[src/rtl/store_buffer.sv]
// Store buffer between a single-cycle datapath and a handshaked data memory.
// Stores are queued in a FIFO, forwarded to later loads, and drained in the background.
module store_buffer #(
    parameter int DEPTH = 4
) (
    input  logic        clk,
    input  logic        reset,
    input  logic        memwrite,
    input  logic        memread,
    input  logic [31:0] addr,
    input  logic [31:0] writedata,
    output logic [31:0] readdata,
    output logic        stall,
    output logic        empty,
    output logic        mem_req,
    output logic        mem_we,
    output logic [31:0] mem_addr,
    output logic [31:0] mem_wdata,
    input  logic        mem_ack,
    input  logic [31:0] mem_rdata
);

    localparam int PW = $clog2(DEPTH);
    localparam int CW = PW + 1;

    localparam logic [1:0] S_IDLE  = 2'd0;
    localparam logic [1:0] S_WR    = 2'd1;
    localparam logic [1:0] S_RD    = 2'd2;
    localparam logic [1:0] S_LDONE = 2'd3;

    logic [29:0]   ent_addr_q [DEPTH];
    logic [31:0]   ent_data_q [DEPTH];

    logic [PW-1:0] head_q, head_d;
    logic [PW-1:0] tail_q, tail_d;
    logic [CW-1:0] count_q, count_d;
    logic [1:0]    state_q, state_d;
    logic          mem_req_q, mem_req_d;
    logic          mem_we_q, mem_we_d;
    logic [31:0]   mem_addr_q, mem_addr_d;
    logic [31:0]   mem_wdata_q, mem_wdata_d;
    logic [31:0]   ld_q, ld_d;

    logic          full;
    logic          ld_en;
    logic          do_enq;
    logic          do_pop;
    logic          hit;
    logic [31:0]   hit_data;
    logic [PW-1:0] slot;
    logic          miss;

    // Only the word address is meaningful; the byte offset is dropped.
    logic          unused_addr_lo;
    assign unused_addr_lo = ^addr[1:0];

    assign full   = (count_q == CW'(DEPTH));
    assign ld_en  = memread & ~memwrite;
    assign do_enq = memwrite & ~full;

    // Scan oldest to newest so the last match wins (newest store forwards).
    always_comb begin
        hit      = 1'b0;
        hit_data = '0;
        slot     = head_q;
        for (int k = 0; k < DEPTH; k++) begin
            slot = head_q + PW'(k);
            if ((CW'(k) < count_q) && (ent_addr_q[slot] == addr[31:2])) begin
                hit      = 1'b1;
                hit_data = ent_data_q[slot];
            end
        end
    end

    // In LDONE the load register answers, so the same load is not a miss again.
    assign miss  = ld_en & ~hit & (state_q != S_LDONE);
    assign stall = (memwrite & full) | miss;

    always_comb begin
        readdata = '0;
        if (ld_en) begin
            if (state_q == S_LDONE) begin
                readdata = ld_q;
            end else if (hit) begin
                readdata = hit_data;
            end
        end
    end

    always_comb begin
        state_d     = state_q;
        mem_req_d   = mem_req_q;
        mem_we_d    = mem_we_q;
        mem_addr_d  = mem_addr_q;
        mem_wdata_d = mem_wdata_q;
        ld_d        = ld_q;
        do_pop      = 1'b0;
        case (state_q)
            S_IDLE: begin
                if (miss) begin
                    state_d    = S_RD;
                    mem_req_d  = 1'b1;
                    mem_we_d   = 1'b0;
                    mem_addr_d = {addr[31:2], 2'b00};
                end else if (count_q != '0) begin
                    state_d     = S_WR;
                    mem_req_d   = 1'b1;
                    mem_we_d    = 1'b1;
                    mem_addr_d  = {ent_addr_q[head_q], 2'b00};
                    mem_wdata_d = ent_data_q[head_q];
                end
            end
            S_WR: begin
                if (mem_ack) begin
                    do_pop    = 1'b1;
                    mem_req_d = 1'b0;
                    state_d   = S_IDLE;
                end
            end
            S_RD: begin
                if (mem_ack) begin
                    ld_d      = mem_rdata;
                    mem_req_d = 1'b0;
                    state_d   = S_LDONE;
                end
            end
            S_LDONE: begin
                state_d = S_IDLE;
            end
            default: begin
                state_d   = S_IDLE;
                mem_req_d = 1'b0;
            end
        endcase
    end

    always_comb begin
        head_d  = do_pop ? head_q + PW'(1) : head_q;
        tail_d  = do_enq ? tail_q + PW'(1) : tail_q;
        case ({do_enq, do_pop})
            2'b10:   count_d = count_q + CW'(1);
            2'b01:   count_d = count_q - CW'(1);
            default: count_d = count_q;
        endcase
    end

    always_ff @(posedge clk or posedge reset) begin
        if (reset) begin
            head_q      <= '0;
            tail_q      <= '0;
            count_q     <= '0;
            state_q     <= S_IDLE;
            mem_req_q   <= 1'b0;
            mem_we_q    <= 1'b0;
            mem_addr_q  <= '0;
            mem_wdata_q <= '0;
            ld_q        <= '0;
        end else begin
            head_q      <= head_d;
            tail_q      <= tail_d;
            count_q     <= count_d;
            state_q     <= state_d;
            mem_req_q   <= mem_req_d;
            mem_we_q    <= mem_we_d;
            mem_addr_q  <= mem_addr_d;
            mem_wdata_q <= mem_wdata_d;
            ld_q        <= ld_d;
        end
    end

    // Entry storage needs no reset: validity comes from head/count.
    always_ff @(posedge clk) begin
        if (do_enq) begin
            ent_addr_q[tail_q] <= addr[31:2];
            ent_data_q[tail_q] <= writedata;
        end
    end

    assign mem_req   = mem_req_q;
    assign mem_we    = mem_we_q;
    assign mem_addr  = mem_addr_q;
    assign mem_wdata = mem_wdata_q;
    assign empty     = (count_q == '0) && (state_q == S_IDLE);

endmodule

[config.mk]
export PLATFORM = sky130hd
export DESIGN_NAME = store_buffer
export DESIGN_NICKNAME = d
export VERILOG_FILES = /design/src/rtl/store_buffer.sv
export SDC_FILE = /design/constraint.sdc
export NUM_CORES = 1
export LEC_CHECK = 0
export ABC_CLOCK_PERIOD_IN_PS = 6000
export CAP_MARGIN = 15
export CORE_MARGIN = 1.5
export CORE_UTILIZATION = 45
export CTS_CLUSTER_DIAMETER = 120
export DETAILED_ROUTE_END_ITERATION = 16
export HOLD_SLACK_MARGIN = 0.06
export PLACE_DENSITY = 0.65
export SETUP_SLACK_MARGIN = 0.5
export SYNTH_ARGS = -nofsm -noshare
export SYNTH_HDL_FRONTEND = slang
export SYNTH_SLANG_ARGS = --single-unit
[constraint.sdc]
create_clock -name clk -period 6 [get_ports clk]
set_clock_uncertainty 0.05 [all_clocks]
set_input_delay 1.2 -clock clk [delete_from_list [all_inputs] [get_ports clk]]
set_output_delay 1.2 -clock clk [all_outputs]
set_load 0.1 [all_outputs]
==> metrics, run 1 <==
status complete, no violations; RSZ-0062 raised after global routing true; Power Dens Cells 536 nW/µm²; CP endpoint kind primary output; Total Routing Usage GR between 20% and 30%; Clk network pwr share approximately 17%; crit path max fanout 10; Nets 2,185; number of global-route vias before repair 16,700; CP arrival between 4 and 5 ns; Ys Warns 0; via/cell ratio 6.21; largest family of logic cells by synthesized area multiplexers; RR Startpoint head_q[1]; final wirelength 69,500 µm; Final Hold Viols 0; critical path startpoint addr[14]; R2R setup slack 1.61 ns; IO Port Bufs between 150 and 200; initial core utilization roughly 46%; RD Place Congestion between 0.9 and 1; Clock Tree Buf Depth 3; Worst-Skew Late Latency 0.59 ns; Pre-antenna DRT Iters 8; number of flops mapped to enable cells by yosys 248; antenna-violating nets left 0; P&R area growth vs syn 33.3%; hold_ws between 0.4 and 0.5 ns; ys flop type edfxtp_1; period utilization 96.3%; clock root buffer master clkbuf_16; die height 218 µm; Comb power frac between 50% and 60%; Syn Area/Cell 11.8 µm²; CTS sink cnt 353; Core Area between 40,000 and 50,000 µm²; min cycle time layout 5.78 ns; max capacitance violation total 0; VDD IR max roughly 0.43 mV; Die ar. around 48,000 µm²; register share of total power 25.3%; hold_sp mem_wdata[27]; Synth Area in Adders 0.779%; Layout Cells excl Fill 2,704; total grt overflow 0; hold depth 2; I/O pins roughly 200; Reg clk slew, reported paths about 0.060 ns; H-tree depth 2; FMAX 173 MHz; dpl cells between 2,000 and 3,000; compound-gate portion of the synthesized area 15.3%; P_leak 10.7 nW; post-synthesis sequential area ratio 48.2%; DR DRC count 0; post-synthesis simple-gate area fraction 7.01%; Filler Cell Count around 3,600; most frequent cells in the layout edfxtp_1 (248), mux2i_1 (159), clkdlybuf4s50_1 (146), buf_4 (142), mux2_2 (117); routed len/inst between 20 and 30 µm; max-slew violations 0; cell row count 78; TritonCTS clock tree built; post-synthesis mux area share 18.3%; WP data required around 4.8 ns; post-synth top area cell edfxtp_1; Setup CP Type primary input to primary output; Sum Neg Setup Slack 0 ns; share of cells above drive strength 1 slightly below 30%; cell area after synthesis 20,900 µm²; PnR Total Power 14.9 mW; Worst-Margin Slew 1.07 ns; Post-Syn Instances ~1,800; Area contributors post-synth edfxtp_1 (36%), dfrtp_1 (13%), mux2i_1 (9.1%); first-pass GRT wire length a little over 100,000 µm; initial antenna violation count 3; post-synthesis xor/xnor area fraction 5.03%; number of diodes 0; Power Internal 8.15 mW; most common cell after layout, fill and taps aside edfxtp_1; Worst setup SP type primary input; post-synthesis cell type count 88; Vias 16,800; Die Wd 218 µm; # setup viols final 0; reg2reg path depth 16; count of state elements after synthesis approximately 350; DRT iter0 DRCs 1,744; async set-reset flop share out of synthesis 29.7%; largest net degree at the start of global routing between 80 and 90; Slew headroom 28.6%; Min-Delay Path Class register to register; Synth top area share a little over a third; switch share 45.5%; hpwl dp 44,500 µm; CTS Buf Count 42; Psw 6.79 mW
[layer usage]
| layer | track usage, % | vias up | wire length (µm) |
|---|---|---|---|
| met5 | 0 | - | 38 |
| met4 | 8.23 | 6 | 1780 |
| met3 | 4.76 | 131 | 5410 |
| met2 | 44.9 | 741 | 32100 |
| met1 | 39.7 | 8502 | 30200 |
| li1 | - | 7411 | - |
[synthesized netlist by cell type (all sizes together), types with 7 or more instances]
master,count
dfrtp,105
o31a,10
xnor2,98
and2,22
and3,20
o22ai,7
mux2,120
a221o,30
a211oi,25
nand2,71
mux2i,192
nor2,85
buf,89
clkbuf,65
inv,68
nor4,11
ha,13
nand3,18
edfxtp,248
nor2b,18
a32o,17
o31ai,16
o221ai,70
a22o,14
a211o,15
nand4,22
xor2,22
o21ai,81
nor3,11
a31oi,24
mux4,24
a21oi,64
[cell type report]
class                   count  area, µm²  area share, %
clock buffers              58       1150           4.13
well taps                 600        751           2.70
clock inverters            19        215          0.773
inverters                  69        269          0.966
multi-input cells        1193      10600           38.0
repair buffers            412       4800           17.2
flip-flops and latches    353      10100           36.2
[sequential cells by signal, summed over array words and instances, names as in the netlist]
register and cells:
ent_data_q 128, ent_addr_q 120, ld_q 32, mem_wdata 32
mem_addr 30, count_q 3, head_q 2, state_q 2
tail_q 2, mem_req 1, mem_we 1
[power groups by stage]
stage | Clock [mW] | Sequential (mW) | Combinational, mW
after floorplan | 0 | 5.14 | 4.25
after global placement | 0 | 3.82 | 7.42
after detailed placement | 0 | 3.86 | 7.52
after CTS | 2.58 | 3.77 | 8.31
after global routing | 2.68 | 3.86 | 9.02
final | 2.56 | 3.79 | 8.59
[final timing paths]
check                                 to
min in group asynchronous  mem_wdata[10]
setup reg to reg            mem_addr[11]
setup / recovery             readdata[4]
max in group asynchronous  mem_wdata[14]
hold / removal             mem_wdata[27]
hold reg to reg            mem_wdata[27]
[logic make-up (layout without fill, tap and decap cells)]
family,Yosys count,in the layout
compound gates,426,426
xor+xnor,120,120
flops,353,353
simple gates,295,296
mux,336,336
buf+inv,223,558
other cells,1,2
fa+ha+maj,13,13
[worst max-delay path, cell delays in order]
cell and delay [ns]:
clkdlybuf4s50_1 0.49, a22o_4 0.28, or3_4 0.36, a2111oi_4 0.38
buf_4 0.18, and4b_2 0.31, buf_6 0.12, a2111o_1 0.22
buf_12 0.15, buf_12 0.15, o221ai_1 0.16, a32o_2 0.33
buf_12 0.17
[metrics by stage]
stage	worst slack (ns)	cell area (µm²)	utilization [%]
floorplan	0.450	20900	-
global placement	0.0654	24600	53.9
detailed placement	0.0167	24600	53.9
CTS	0.309	27200	59.7
global route	0.163	27900	61.1
finish	0.223	27900	61.1
[repair_timing]
item                       4_1_cts  5_1_grt
setup buffers                   40       17
hold buffers                     0        0
gates cloned                    10        9
gates resized for setup        132       65
pin swaps                       48       30
setup endpoints to repair       33       33
(Power assumes the default switching activity.)
==> inputs of run 2 (changes only) <==
Settings changed: CORE_ASPECT_RATIO from default to 1.5, CORE_MARGIN 1.5 to default.
==> run 2 against run 1 <==
  * Non-clock buffer count decreased by 15
  * First-iteration DRC count decreased by 27%
  * Global-route usage increased by 1.5 points
  * Cell count decreased by 1.3%
  * Worst setup slack improved by 0.17 ns
  * Register-to-register slack got worse by 0.03 ns
  * Critical endpoint is now readdata[6]
  * Utilization decreased by 1.2 points
  * Die area decreased by 0.87%
  * Highest routed layer is now met4
  * Critical path depth unchanged
==> metrics, run 2 (synthesized netlist as in run 1, its figures left out) <==
status complete, no violations; most common cell after layout, fill and taps aside edfxtp_1; Pre-antenna DRT Iters 5 (-3); final wirelength 71,300 µm (+2.6%); first-pass GRT wire length 104,000 µm (+2.2%); die height 266 µm (+22%); Reg clk slew, reported paths 0.06 ns (about the same); initial antenna violation count 1 (-2); total grt overflow 0 (unchanged); CP max-delay cell or4_4; number of buffers and inverters on the critical path 6 (unchanged); I/O pins 201 (unchanged); RR Startpoint head_q[1]; max reg flops 128 (unchanged); Hold Path Sink mem_wdata[22]; Vias 16,500 (-1.6%); M3 GR Usage 3.24% (-1.5 points); Final Hold Viols 0 (unchanged); Min-Delay Path Class register to register; number of global-route vias before repair 16,900 (+0.96%); TritonCTS clock tree built; Die Wd 178 µm (-19%); DRT iter0 DRCs 1,271 (-27%); DR DRC count 0 (unchanged); Power Dens Cells 545 nW/µm² (+1.7%); CP endpoint kind primary output; critical-path cell list clkdlybuf4s50_1 > buf_4 > xnor2_1 > nand4_1 > or4_4 > o211ai_4 > buf_12 > buf_12 > buf_16 > o221ai_1 > o21ai_1 > a31o_1 > buf_12; Slew headroom 24.4% (-4.2 points); hpwl dp 47,400 µm (+6.5%); VDD IR max 0.316 mV (-27%); H-tree depth 2 (unchanged); Worst setup SP type primary input; Total Routing Usage GR 29.7% (+1.5 points); RSZ-0062 raised after global routing true; met2 Use GR 53.7% (+8.9 points); largest registers ent_data_q x128, ent_addr_q x120; CP dominant cell by count buf_12; # setup viols final 0 (unchanged); antenna-violating nets left 0 (unchanged); Largest Register ent_data_q; delay-heaviest family, CP buffers and inverters; Setup CP Type primary input to primary output; routed len/inst 26.7 µm (+4.0%); max capacitance violation total 0 (unchanged); hold_sp mem_wdata[22]; Nets 2,164 (-0.96%); P_leak 10.5 nW (-2.3%); crit path max fanout 11 (+1); clock root buffer master clkbuf_16; Worst-Skew Late Latency 0.55 ns (-0.04 ns); share of cells above drive strength 1 29.0% (-0.37 points); FMAX 178 MHz (+3.1%); Die ar. 47,300 µm² (-0.87%); via/cell ratio 6.19 (-0.25%); max incr delay on CP 0.48 ns (about the same); Clock Tree Buf Depth 3 (unchanged); largest net degree at the start of global routing 89 (+6.0%); GR peak layer met2; reg2reg path depth 16 (unchanged); cell row count 96 (+23%); initial core utilization 45.6% (-0.19 points); Sum Neg Setup Slack 0 ns (unchanged); Worst-Margin Slew 1.13 ns (+0.0665 ns); CTS sink cnt 353 (unchanged); max-slew violations 0 (unchanged); worst r2r dst mem_addr[25]; IO Port Bufs 196 (unchanged); CP arrival 4.35 ns (-0.18 ns); P&R area growth vs syn 31.2%; period utilization 93.4% (-2.9 points); hold depth 2 (unchanged); M1 GR Usage 33.4% (-6.3 points); cts hold-fix bufs 0 (unchanged); CTS Buf Count 37 (-12%); post-layout util 59.9% (-1.2 points); RD Place Congestion 0.976 (+1.6%); R2R setup slack 1.58 ns (-0.03 ns); WP data required 4.75 ns (about the same); most frequent cells in the layout edfxtp_1 (248), mux2i_1 (165), clkdlybuf4s50_1 (140), buf_4 (139), mux2_2 (118); min cycle time layout 5.60 ns (-0.174 ns); Core Area 45,800 µm² (+0.41%)
==> run 2: changes by cell type in the layout (fill, tap and decap cells not counted), sizes merged <==
| cell | previous run | this run |
|---|---|---|
| buf | 239 | 225 |
| clkbuf | 64 | 56 |
| clkdlybuf4s50 | 146 | 140 |
| clkinvlp | 0 | 3 |
| dlygate4sd2 | 17 | 20 |
| bufbuf | 4 | 2 |
| clkinv | 15 | 13 |
| bufinv | 4 | 5 |
| diode | 0 | 1 |
| dlymetal6s2s | 0 | 1 |
| or2 | 2 | 1 |
==> run 2: worst max-delay path by stage <==
| stage | slack (ns) | startpoint | cells past startpoint | endpoint |
|---|---|---|---|---|
| after floorplan | 0.45 | addr[8] | 10 | readdata[5] |
| after global placement | 0.09 | addr[8] | 12 | readdata[3] |
| after detailed placement | 0.07 | addr[13] | 11 | readdata[3] |
| after CTS | 0.40 | head_q[1] | 17 | readdata[16] |
| after global routing | 0.33 | head_q[1] | 15 | readdata[4] |
| final | 0.40 | addr[24] | 13 | readdata[6] |
==> run 2: worst reg2reg max path: stages (launching register included) <==
cell,delay (ns)
dfrtp_4,0.51
buf_12,0.15
buf_12,0.15
buf_12,0.16
mux2i_1,0.16
xnor2_1,0.39
a2111oi_2,0.11
a41oi_2,0.29
buf_4,0.18
a2111oi_4,0.03
buf_4,0.17
a22oi_2,0.34
buf_4,0.25
and4_1,0.67
nor2_2,0.10
buf_12,0.19
a221o_1,0.38
==> run 2: what timing repair did <==
action                                  CTS  global route
gates resized for setup                 106            97
cloned                                    6             7
setup buffers                            27            20
endpoints found under the setup margin   33            32
pin swaps                                40            56
==> run 2: power breakdown <==
part / switching [mW] / total, mW / internal, mW
Clock: 1.00 / 2.46 / 1.45
Combinational: 5.45 / 8.72 / 3.27
Sequential: 0.409 / 3.77 / 3.36
Total: 6.86 / 14.9 / 8.08
==> run 2: through the flow <==
stage	instance area (µm²)	cells	hold slack, ns	setup WS (ns)	power, mW
2_1_floorplan	20900	1768	0.421	0.450	9.39
3_3_place_gp	24500	2539	0.421	0.0891	11.5
3_5_place_dp	24500	2539	0.422	0.0663	11.6
4_1_cts	26600	2640	0.435	0.399	14.5
5_1_grt	27400	2668	0.474	0.329	15.5
6_report	27400	2668	0.435	0.397	14.9
==> run 2: routing by layer <==
layer / up-vias / part of all wire, %
met1: 8298 / 36
met2: 658 / 52
met4: 0 / 6.6
met3: 201 / 5.0
met5: - / 0
li1: 7369 / -
==> run 2: area by class of cell <==
type / instances / area (µm²)
fillers: 3614 / 18400
well taps: 588 / 736
clock inverters: 21 / 259
inverters: 69 / 267
multi-input cells: 1192 / 10500
flip-flops and latches: 353 / 10100
clock buffers: 47 / 1040
repair buffers: 397 / 4490
diodes: 1 / 2.50
==> inputs of run 3 (changes only) <==
Settings changed: ABC_AREA from default to 1, PLACE_DENSITY 0.65 to default.
==> run 3 against run 2 <==
  * Critical path depth fell by 1
  * Clock power fell by 4%
  * Utilization fell by 5.2 points
  * Die area rose by 8.9%
  * Power rose by 1.6%
  * Worst setup slack improved by 0.22 ns
  * Global-route usage fell by 0.20 points
  * Cell count rose by 52%
  * Non-clock buffer count fell by 133
  * Sequential share of layout area rose by 0.21 points
  * Highest routed layer is now met5
  * Largest power group unchanged
  * Synthesized cell count rose by 83%
==> metrics, run 3 <==
number of global-route vias before repair 20,300 (+20%); first-pass GRT wire length 115,000 µm (+10%); antenna-violating nets left 0 (unchanged); # setup viols final 0 (unchanged); Ys Warns 0 (unchanged); die height 278 µm (+4.4%); clock root buffer master clkbuf_16; DRT iter0 DRCs 1,566 (+23%); GR peak layer met2; Final Hold Viols 0 (unchanged); cell area after synthesis 22,800 µm² (+9.0%); Vias 21,600 (+31%); Reg clk slew, reported paths 0.06 ns (about the same); Core Area 49,800 µm² (+8.8%); R2R setup slack 1.56 ns (-0.02 ns); hold depth 2 (unchanged); Largest Register ent_data_q; post-synthesis sequential area ratio 44.2% (-4.0 points); hpwl dp 51,500 µm (+8.6%); Synth top area share 32.7% (-2.9 points); Power Internal 7.18 mW (-11%); Slew headroom 26.2% (+1.9 points); total grt overflow 0 (unchanged); post-synthesis simple-gate area fraction 33.5% (+26 points); Synth Area in Adders 0.714% (-0.064 points); WP data required 4.75 ns (about the same); DR DRC count 0 (unchanged); RD Place Congestion 0.953 (-2.4%); compound-gate portion of the synthesized area 9.62% (-5.7 points); Die ar. 51,500 µm² (+8.9%); Worst setup SP type primary input; largest net degree at the start of global routing 107 (+20%); period utilization 89.7% (-3.7 points); share of cells above drive strength 1 7.83% (-21 points); post-synth top area cell edfxtp_1; top post-synthesis cells by count nand2_1 (1,400), inv_1 (318), nand3_1 (312); CP endpoint kind primary output; M1 GR Usage 32.0% (-1.5 points); FMAX 186 MHz (+4.1%); CTS Buf Count 38 (+2.7%); initial antenna violation count 2 (+1); Area contributors post-synth edfxtp_1 (33%), nand2_1 (23%), dfrtp_1 (12%); post-synthesis cell type count 36 (-59%); Post-Syn Instances 3,240 (+83%); routed len/inst 19.1 µm (-28%); most frequent cell after synthesis nand2_1; Pre-antenna DRT Iters 8 (+3); Power Dens Cells 557 nW/µm² (+2.2%); status complete, no violations; Worst-Margin Slew 1.10 ns (-0.0312 ns); worst r2r dst mem_wdata[25]; switch share 52.7% (+6.8 points); CTS sink cnt 353 (unchanged); most common cell after layout, fill and taps aside nand2_1; VDD IR max 0.311 mV (-1.6%); reg2reg path depth 22 (+6); largest family of logic cells by synthesized area simple AND/OR/NAND/NOR gates; Clock Tree Buf Depth 3 (unchanged); crit path max fanout 32 (+21); max reg flops 128 (unchanged); hold_sp mem_req; post-synthesis mux area share 1.58% (-17 points); Syn Area/Cell 7.03 µm² (-41%); IO Port Bufs 196 (unchanged); Worst-Skew Late Latency 0.54 ns (about the same); register share of total power 24.3% (-0.9 points); Die Wd 186 µm (+4.4%); via/cell ratio 5.32 (-14%); Comb power frac 60.2% (+1.9 points); count of state elements after synthesis 353 (unchanged); most frequent cells in the layout nand2_1 (1,397), inv_1 (317), nand3_1 (312), o21ai_0 (273), edfxtp_1 (248); Min-Delay Path Class register to register; Sum Neg Setup Slack 0 ns (unchanged); async set-reset flop share out of synthesis 29.7% (unchanged); max-slew violations 0 (unchanged); RR Startpoint head_q[0]; I/O pins 201 (unchanged); H-tree depth 2 (unchanged); RSZ-0062 raised after global routing true; CP arrival 4.13 ns (-0.22 ns); TritonCTS clock tree built; Setup CP Type primary input to primary output; post-layout util 54.7% (-5.2 points); Psw 8.00 mW (+17%); M3 GR Usage 4.27% (+1.0 points); number of flops mapped to enable cells by yosys 248 (unchanged); Hold Path Sink mem_req; initial core utilization 45.7% (+0.086 points); P_leak 12.9 nW (+23%); final wirelength 77,600 µm (+8.9%); min cycle time layout 5.38 ns (-0.220 ns); Nets 3,481 (+61%); P&R area growth vs syn 19.7%; post-synthesis xor/xnor area fraction 1.04% (-4.0 points); met2 Use GR 53.6% (-0.13 points); ys flop type edfxtp_1; cell row count 100 (+4.2%); Clk network pwr share 15.6% (-0.8 points); max capacitance violation total 0 (unchanged); Total Routing Usage GR 29.5% (-0.20 points); largest registers ent_data_q x128, ent_addr_q x120
## run 3: cell types whose count changed after synthesis, moves of 40 or more
cell	before	now
xnor2_1	98	2
nand3_1	18	312
mux2_2	118	32
o21ai_0	44	273
inv_1	67	318
nand2_1	71	1400
buf_2	33	73
o221ai_1	65	0
nor2_1	84	164
mux2i_1	190	0
## run 3: metrics by stage
step	cells	hold WS [ns]	setup WS [ns]	instance area (µm²)	total power [mW]
floorplan	3241	0.429	0.827	22800	10.2
global placement	3976	0.414	0.471	25600	12.4
detailed placement	3976	0.408	0.470	25600	12.5
CTS	4049	0.423	0.501	26900	15.0
global route	4060	0.446	0.451	27200	16.2
finish	4061	0.422	0.617	27300	15.2
## run 3: per-layer routing
| layer | wire length, µm | up-vias |
|---|---|---|
| li1 | - | 10600 |
| met1 | 27900 | 10000 |
| met2 | 39600 | 781 |
| met3 | 5070 | 220 |
| met4 | 4980 | 4 |
| met5 | 25 | - |
## run 3: cells by family after synthesis
logic type | after synthesis
simple gates | 1902
other cells | 1
flops | 353
xor+xnor | 27
compound gates | 405
buf+inv | 507
fa+ha+maj | 13
mux | 32
## run 3: layout make-up
type	count	area, µm²
antenna	1	2.50
tap	663	830
inverter	325	1240
fill	4810	22500
sequential	353	10100
timing repair buffer	264	3090
clock buffer	58	1150
clock inverter	12	96.3
multi-input combinational	2385	10800
## run 3: power groups by stage
stage                     logic (mW)  registers [mW]  clock network (mW)
final                           9.14            3.68                2.36
after global routing            9.96            3.76                2.49
after CTS                       8.94            3.68                2.40
after detailed placement        8.81            3.72                   0
after global placement          8.67            3.70                   0
after floorplan                 5.10            5.11                   0
## run 3: critical path, stage by stage
cell             delay, ns
clkdlybuf4s50_1       0.68
inv_1                 0.15
xor2_1                0.20
buf_4                 0.18
nand3_1               0.07
nor2_1                0.29
nand4_1               0.22
buf_4                 0.35
nand2_1               0.13
nand2_1               0.18
a21oi_2               0.23
buf_12                0.20
## run 3: worst max path at each step
stage / from / endpoint / cells after the start / slack [ns]
2_1_floorplan: addr[8] / readdata[0] / 14 / 0.83
3_3_place_gp: addr[14] / readdata[28] / 17 / 0.47
3_5_place_dp: addr[14] / readdata[28] / 17 / 0.47
4_1_cts: head_q[0] / readdata[21] / 21 / 0.50
5_1_grt: addr[30] / readdata[25] / 18 / 0.45
6_report: addr[14] / readdata[25] / 12 / 0.62
## run 3: repair_timing
| action | CTS | global route |
|---|---|---|
| gates cloned | 3 | 5 |
| hold buffers | 0 | 0 |
| pin swaps | 2 | 4 |
| setup endpoints to repair | 33 | 33 |
| gates resized for setup | 11 | 29 |
| setup buffers | 0 | 6 |
